`src/rtl/universal_register_n.sv`:
```
// N-bit universal register: load, shift, rotate, inc/dec with optional saturation.
// Q and cout are registered; zero is decoded from Q.
module universal_register_n #(
  parameter int           N       = 4,
  parameter logic [N-1:0] RST_VAL = '0,
  parameter bit           SAT     = 1'b0
) (
  input  logic         clk,
  input  logic         rst,
  input  logic         en,
  input  logic [2:0]   mode,
  input  logic [N-1:0] D,
  input  logic         sin,
  output logic [N-1:0] Q,
  output logic         cout,
  output logic         zero
);

  localparam logic [2:0] M_HOLD = 3'b000;
  localparam logic [2:0] M_LOAD = 3'b001;
  localparam logic [2:0] M_SHL  = 3'b010;
  localparam logic [2:0] M_SHR  = 3'b011;
  localparam logic [2:0] M_ROTL = 3'b100;
  localparam logic [2:0] M_ROTR = 3'b101;
  localparam logic [2:0] M_INC  = 3'b110;
  localparam logic [2:0] M_DEC  = 3'b111;

  logic [N-1:0] q_nxt;
  logic         c_nxt;
  logic [N:0]   sum, diff;

  // Extra bit carries out of inc and borrows out of dec.
  assign sum  = {1'b0, Q} + {{N{1'b0}}, 1'b1};
  assign diff = {1'b0, Q} - {{N{1'b0}}, 1'b1};

  always_comb begin
    q_nxt = Q;
    c_nxt = cout;
    case (mode)
      M_HOLD: ;
      M_LOAD: begin q_nxt = D;                    c_nxt = 1'b0; end
      M_SHL:  begin q_nxt = {Q[N-2:0], sin};      c_nxt = Q[N-1]; end
      M_SHR:  begin q_nxt = {sin, Q[N-1:1]};      c_nxt = Q[0]; end
      M_ROTL: begin q_nxt = {Q[N-2:0], Q[N-1]};   c_nxt = Q[N-1]; end
      M_ROTR: begin q_nxt = {Q[0], Q[N-1:1]};     c_nxt = Q[0]; end
      M_INC: begin
        if (SAT && sum[N]) begin q_nxt = Q;          c_nxt = 1'b1; end
        else               begin q_nxt = sum[N-1:0]; c_nxt = sum[N]; end
      end
      M_DEC: begin
        if (SAT && diff[N]) begin q_nxt = Q;           c_nxt = 1'b1; end
        else                begin q_nxt = diff[N-1:0]; c_nxt = diff[N]; end
      end
      default: ;
    endcase
  end

  // en gates the whole update so X on mode/D while disabled never reaches state.
  always_ff @(posedge clk) begin
    if (!rst) begin
      Q    <= RST_VAL;
      cout <= 1'b0;
    end else if (en) begin
      Q    <= q_nxt;
      cout <= c_nxt;
    end
  end

  assign zero = (Q == '0);

endmodule

```
`config.mk`:
```
export PLATFORM = sky130hd
export DESIGN_NAME = universal_register_n
export DESIGN_NICKNAME = d
export VERILOG_FILES = /design/src/rtl/universal_register_n.sv
export SDC_FILE = /design/constraint.sdc
export NUM_CORES = 1
export LEC_CHECK = 0
export CAP_MARGIN = 10
export CORE_MARGIN = 2
export CORE_UTILIZATION = 35
export DETAILED_ROUTE_END_ITERATION = 10
export HOLD_SLACK_MARGIN = 0.06
export PLACE_DENSITY = 0.64
export SLEW_MARGIN = 10
export SYNTH_ARGS = -nofsm -noshare
export SYNTH_HDL_FRONTEND = slang
export SYNTH_SLANG_ARGS = --single-unit
```
`constraint.sdc`:
```
create_clock -name clk -period 3.1 [get_ports clk]
set_input_delay 0.465 -clock clk [delete_from_list [all_inputs] [get_ports clk]]
set_output_delay 0.465 -clock clk [all_outputs]
set_load 0.03 [all_outputs]
```
-- Word-level counts from Yosys, hierarchy flattened
Cells that the tools add are included.
- output and inout port bits: 6
- word-level logic and storage cells: 20
- flip-flop bits (word level): 5
- reduce and logical (&&, ||, !) cells: 7
- add/subtract/negate cells: 2
- multiplexer cells: 2
- eq/ne operators: 7
- operators with widths (kind ; number):
    one-hot mux 4 bit (7 select lines) ; 1
    equality test 3 bit, second input constant ; 4
    nonzero test 7 bit ; 1
    equality test 3 x 2 -> 1 bit, second input constant ; 2
    adder 4 x 1 -> 5 bit, second input constant ; 1
    one-hot mux 1 bit (5 select lines) ; 1
    nonzero test 5 bit ; 1
    subtractor 4 x 1 -> 5 bit, second input constant ; 1
    logical NOT 4 bit ; 1
    AND reduction 2 bit ; 2
    OR reduction 2 bit ; 2
    equality test 3 x 1 -> 1 bit, second input constant ; 1

-- Longest topological paths before layout
- depth in word-level cells: 4
- depth in mapped cells: 6
- depth with buffers taken out: 6

-- Least setup slack after synthesis
Ideal clock, no wire load.
- kind: flip-flop to flip-flop
- start point: register Q[0]
- end point: register Q[1]
- clock period less this slack: 1619 ps
- cell stages (with the launch flop): 7
- path slack: 1481 ps
- required time: 2984 ps
- arrival time: 1504 ps
- path through: dfxtp_1 > inv_1 > ha_1 > xor2_1 > mux2i_1 > a211oi_1 > a31o_1
- cells in the longest elaborated chain, start to end: 2
- RTL lines (item ; line ; RTL):
    from (decl) ; 14 ; output logic [N-1:0] Q,
    from (signal assigned) ; 64 ; Q <= q_nxt;
    subtractor 4 x 1 -> 5 bit or adder 4 x 1 -> 5 bit (tied branches) ; 34, 33 ;
    one-hot mux 4 bit (7 select lines) * ; 39 ; case (mode)
Mark *: on every way between the ends. The rest lies on a longest branch, timed or not.
A chain may end at the register's enable or synchronous reset.

-- Worst setup path after layout
- start point: register Q[0]
- end point: output port zero
- cells in the longest elaborated chain, start to end: 1
- RTL lines (item ; line ; RTL):
    logical NOT 4 bit ; 69 ; assign zero = (Q == '0);
    to (decl) ; 16 ; output logic zero
Every way passes these cells.

==> results.py <==
metrics = {
    "power_and_ir_drop": {
        "powerDensity_mw_per_mm2": 347,
        "ir_drop_uv": 220,
        "p_leak_uw": 0.000323,
    },
    "die": {
        "core_area_mm2": 0.00171,
        "die_h_um": 46.6,
        "initial_core_util": 0.371,
        "dieArea_mm2": 0.00217,
        "die_w_um": 46.6,
        "fp-row-count": 15,
        "io_pins": 17,
    },
    "layout": {
        "final_cell_mix": "clkdlybuf4s50_1, nand3_1, dfxtp_1, nor2_1, inv_1",
        "fillers": 167,
        "synthToLayoutAreaGrowth_pct": 27.0,
        "n_antenna_cell": 0,
        "drive_gt1_frac": 0.163,
        "fin_nets": 101,
        "final_common_cell": "clkdlybuf4s50_1",
    },
    "run": {
        "cap_violations": 0,
    },
    "yosys": {
        "synth.net_count": 86,
        "synth_cell_types": 41,
        "synth_seq_area_share": 0.158,
        "synth_warnings": 0,
        "syn_inst": 72,
        "synth_seq_cells": 5,
        "synth_area_um2": 634,
        "synth_area_per_cell_um2": 8.81,
    },
    "worst_hold_path": {
        "hold_class": "reg2reg",
    },
    "sta": {
        "period_needed_ps": 2230,
        "finClkSkew_ps": 7.89,
        "max-slew-margin-rel": 0.502,
        "setup_ws_ps": 866,
        "hold_viol": 0,
        "setup_viol": 0,
        "finalSetupTns_ps": 0,
        "rsz0062_at_grt": "no",
        "worst_pin_slew_ps": 744,
        "max_freq_mhz": 448,
        "hold_slack_ps": 482,
        "post-route-period-util": 0.721,
        "maxSlewViolCount": 0,
    },
    "global_routing": {
        "antenna_found_initial": 0,
        "grt_pass1_wl_um": 2550,
        "grt_max_degree": 19,
        "grt_pass1_vias": 575,
        "grt_usage": 0.172,
        "overflow": 0,
    },
    "clocking": {
        "cts.sinks": 5,
        "postCtsResizedCells": 0,
        "clockBufferDepth": 2,
        "cts_tree": "done",
        "insertion_delay_ps": 260,
        "numCtsBuffers": 3,
        "postCtsHoldBufs": 0,
        "cts_setup_buffers": 0,
        "clk_pin_slew_worst_paths_ps": 50,
        "cts-root-buf": "clkbuf_4",
        "htreeDepth": 1,
    },
    "placed_design": {
        "routabilityCongestion": 0.780,
        "portBuffers": 16,
        "dpl_worst_slack_ps": 715,
        "hpwl_um": 1100,
    },
    "setup_path": {
        "crit_type": "reg2out",
        "crit_fanout": 7,
        "worstSetupEndpointType": "primary output",
        "worst_ep_arrival_time_ps": 1770,
        "cp-start-kind": "flip-flop",
        "cp_data_required_time_ps": 2630,
    },
    "detailed_routing": {
        "first_iter_violations": 9,
        "wl_per_cell_um": 14.3,
        "drc": 0,
        "viasPerCell": 5.41,
        "drtAntennaViolNets": 0,
        "first_pass_iters": 5,
        "vias": 600,
        "drt-total-wl_um": 1590,
    },
    "run_status": {
        "status": "complete, no violations",
    },
}
where the power goes:
part	leakage (uW)	switching, uW	internal (uW)
Clock	0.0000150	34.9	49.2
Combinational	0.000267	62.2	53.1
Sequential	0.0000410	10.8	69.6
Total	0.000323	108	172
cells in the mapped netlist (all sizes together):
cell type | count | area share
a2111oi | 1 | 0.043
a211oi | 2 | 0.032
a21oi | 1 | 0.0079
a221oi | 1 | 0.024
a22o | 1 | 0.014
a31o | 1 | 0.014
a31oi | 2 | 0.020
a41oi | 1 | 0.026
and2 | 2 | 0.024
and2b | 1 | 0.012
and3 | 1 | 0.0099
and4b | 1 | 0.016
buf | 5 | 0.067
clkbuf | 1 | 0.0059
dfxtp | 5 | 0.16
ha | 3 | 0.059
inv | 5 | 0.030
mux2 | 1 | 0.024
mux2i | 3 | 0.047
nand2 | 2 | 0.012
nand3 | 7 | 0.055
nand3b | 3 | 0.055
nand4 | 2 | 0.020
nand4b | 1 | 0.014
nor2 | 6 | 0.047
nor2b | 1 | 0.0099
nor3 | 1 | 0.0079
o211ai | 1 | 0.012
o21ai | 4 | 0.032
o31ai | 4 | 0.077
xor2 | 2 | 0.028
layout make-up:
cell class | instances | area, um^2 | share of cell area
multi-input combinational | 56 | 469 | 0.582
timing repair buffer | 16 | 160 | 0.199
sequential | 5 | 100 | 0.124
tap | 25 | 31.3 | 0.0388
clock buffer | 4 | 26.3 | 0.0326
inverter | 5 | 18.8 | 0.0233
per-layer routing:
layer | wire length [um] | share of wire | vias up | GRT usage
li1 | - | - | 295 | -
met1 | 672 | 0.42 | 286 | 0.195
met2 | 804 | 0.51 | 15 | 0.278
met3 | 78 | 0.049 | 4 | 0.0667
met4 | 29 | 0.018 | 0 | 0.0857
met5 | 0 | 0 | - | 0
path summary, 6_finish.rpt:
check	from	endpoint	slack (ps)	cells past startpoint
worst max-delay path	Q[0]	zero	870	4
worst min-delay path	cout	cout	480	2
worst max register to register	Q[0]	Q[1]	1500	6
worst min register to register	cout	cout	480	2
worst max-delay path, stage by stage (launching register included):
cell	delay (ps)
dfxtp_1	460
inv_1	130
ha_1	210
and2_1	130
clkdlybuf4s50_1	580
per-stage QoR:
stage / utilization / std cells / instance area [um^2] / total power, uW
after global placement: 0.456 / 107 / 779 / 194
after detailed placement: 0.456 / 107 / 779 / 196
final: 0.472 / 111 / 806 / 280
after CTS: 0.472 / 111 / 806 / 280
after global routing: 0.472 / 111 / 806 / 296
after floorplan: - / 72 / 634 / 159
cells by family (layout without fill, tap and decap cells):
group	count (synthesis)	after routing	synth area share
and+or+nand+nor	28	28	0.282
AOI/OAI and AO/OA	19	19	0.300
buffers and inverters	11	25	0.103
DFF	5	5	0.158
muxes	4	4	0.0710
adders and majority gates	3	3	0.0592
xor gates and xnor gates	2	2	0.0276
registers in the layout (all words and copies together) (netlist names):
register	cells
cout	1
Q	4
No activity file was read; power rests on OpenSTA's default activity.
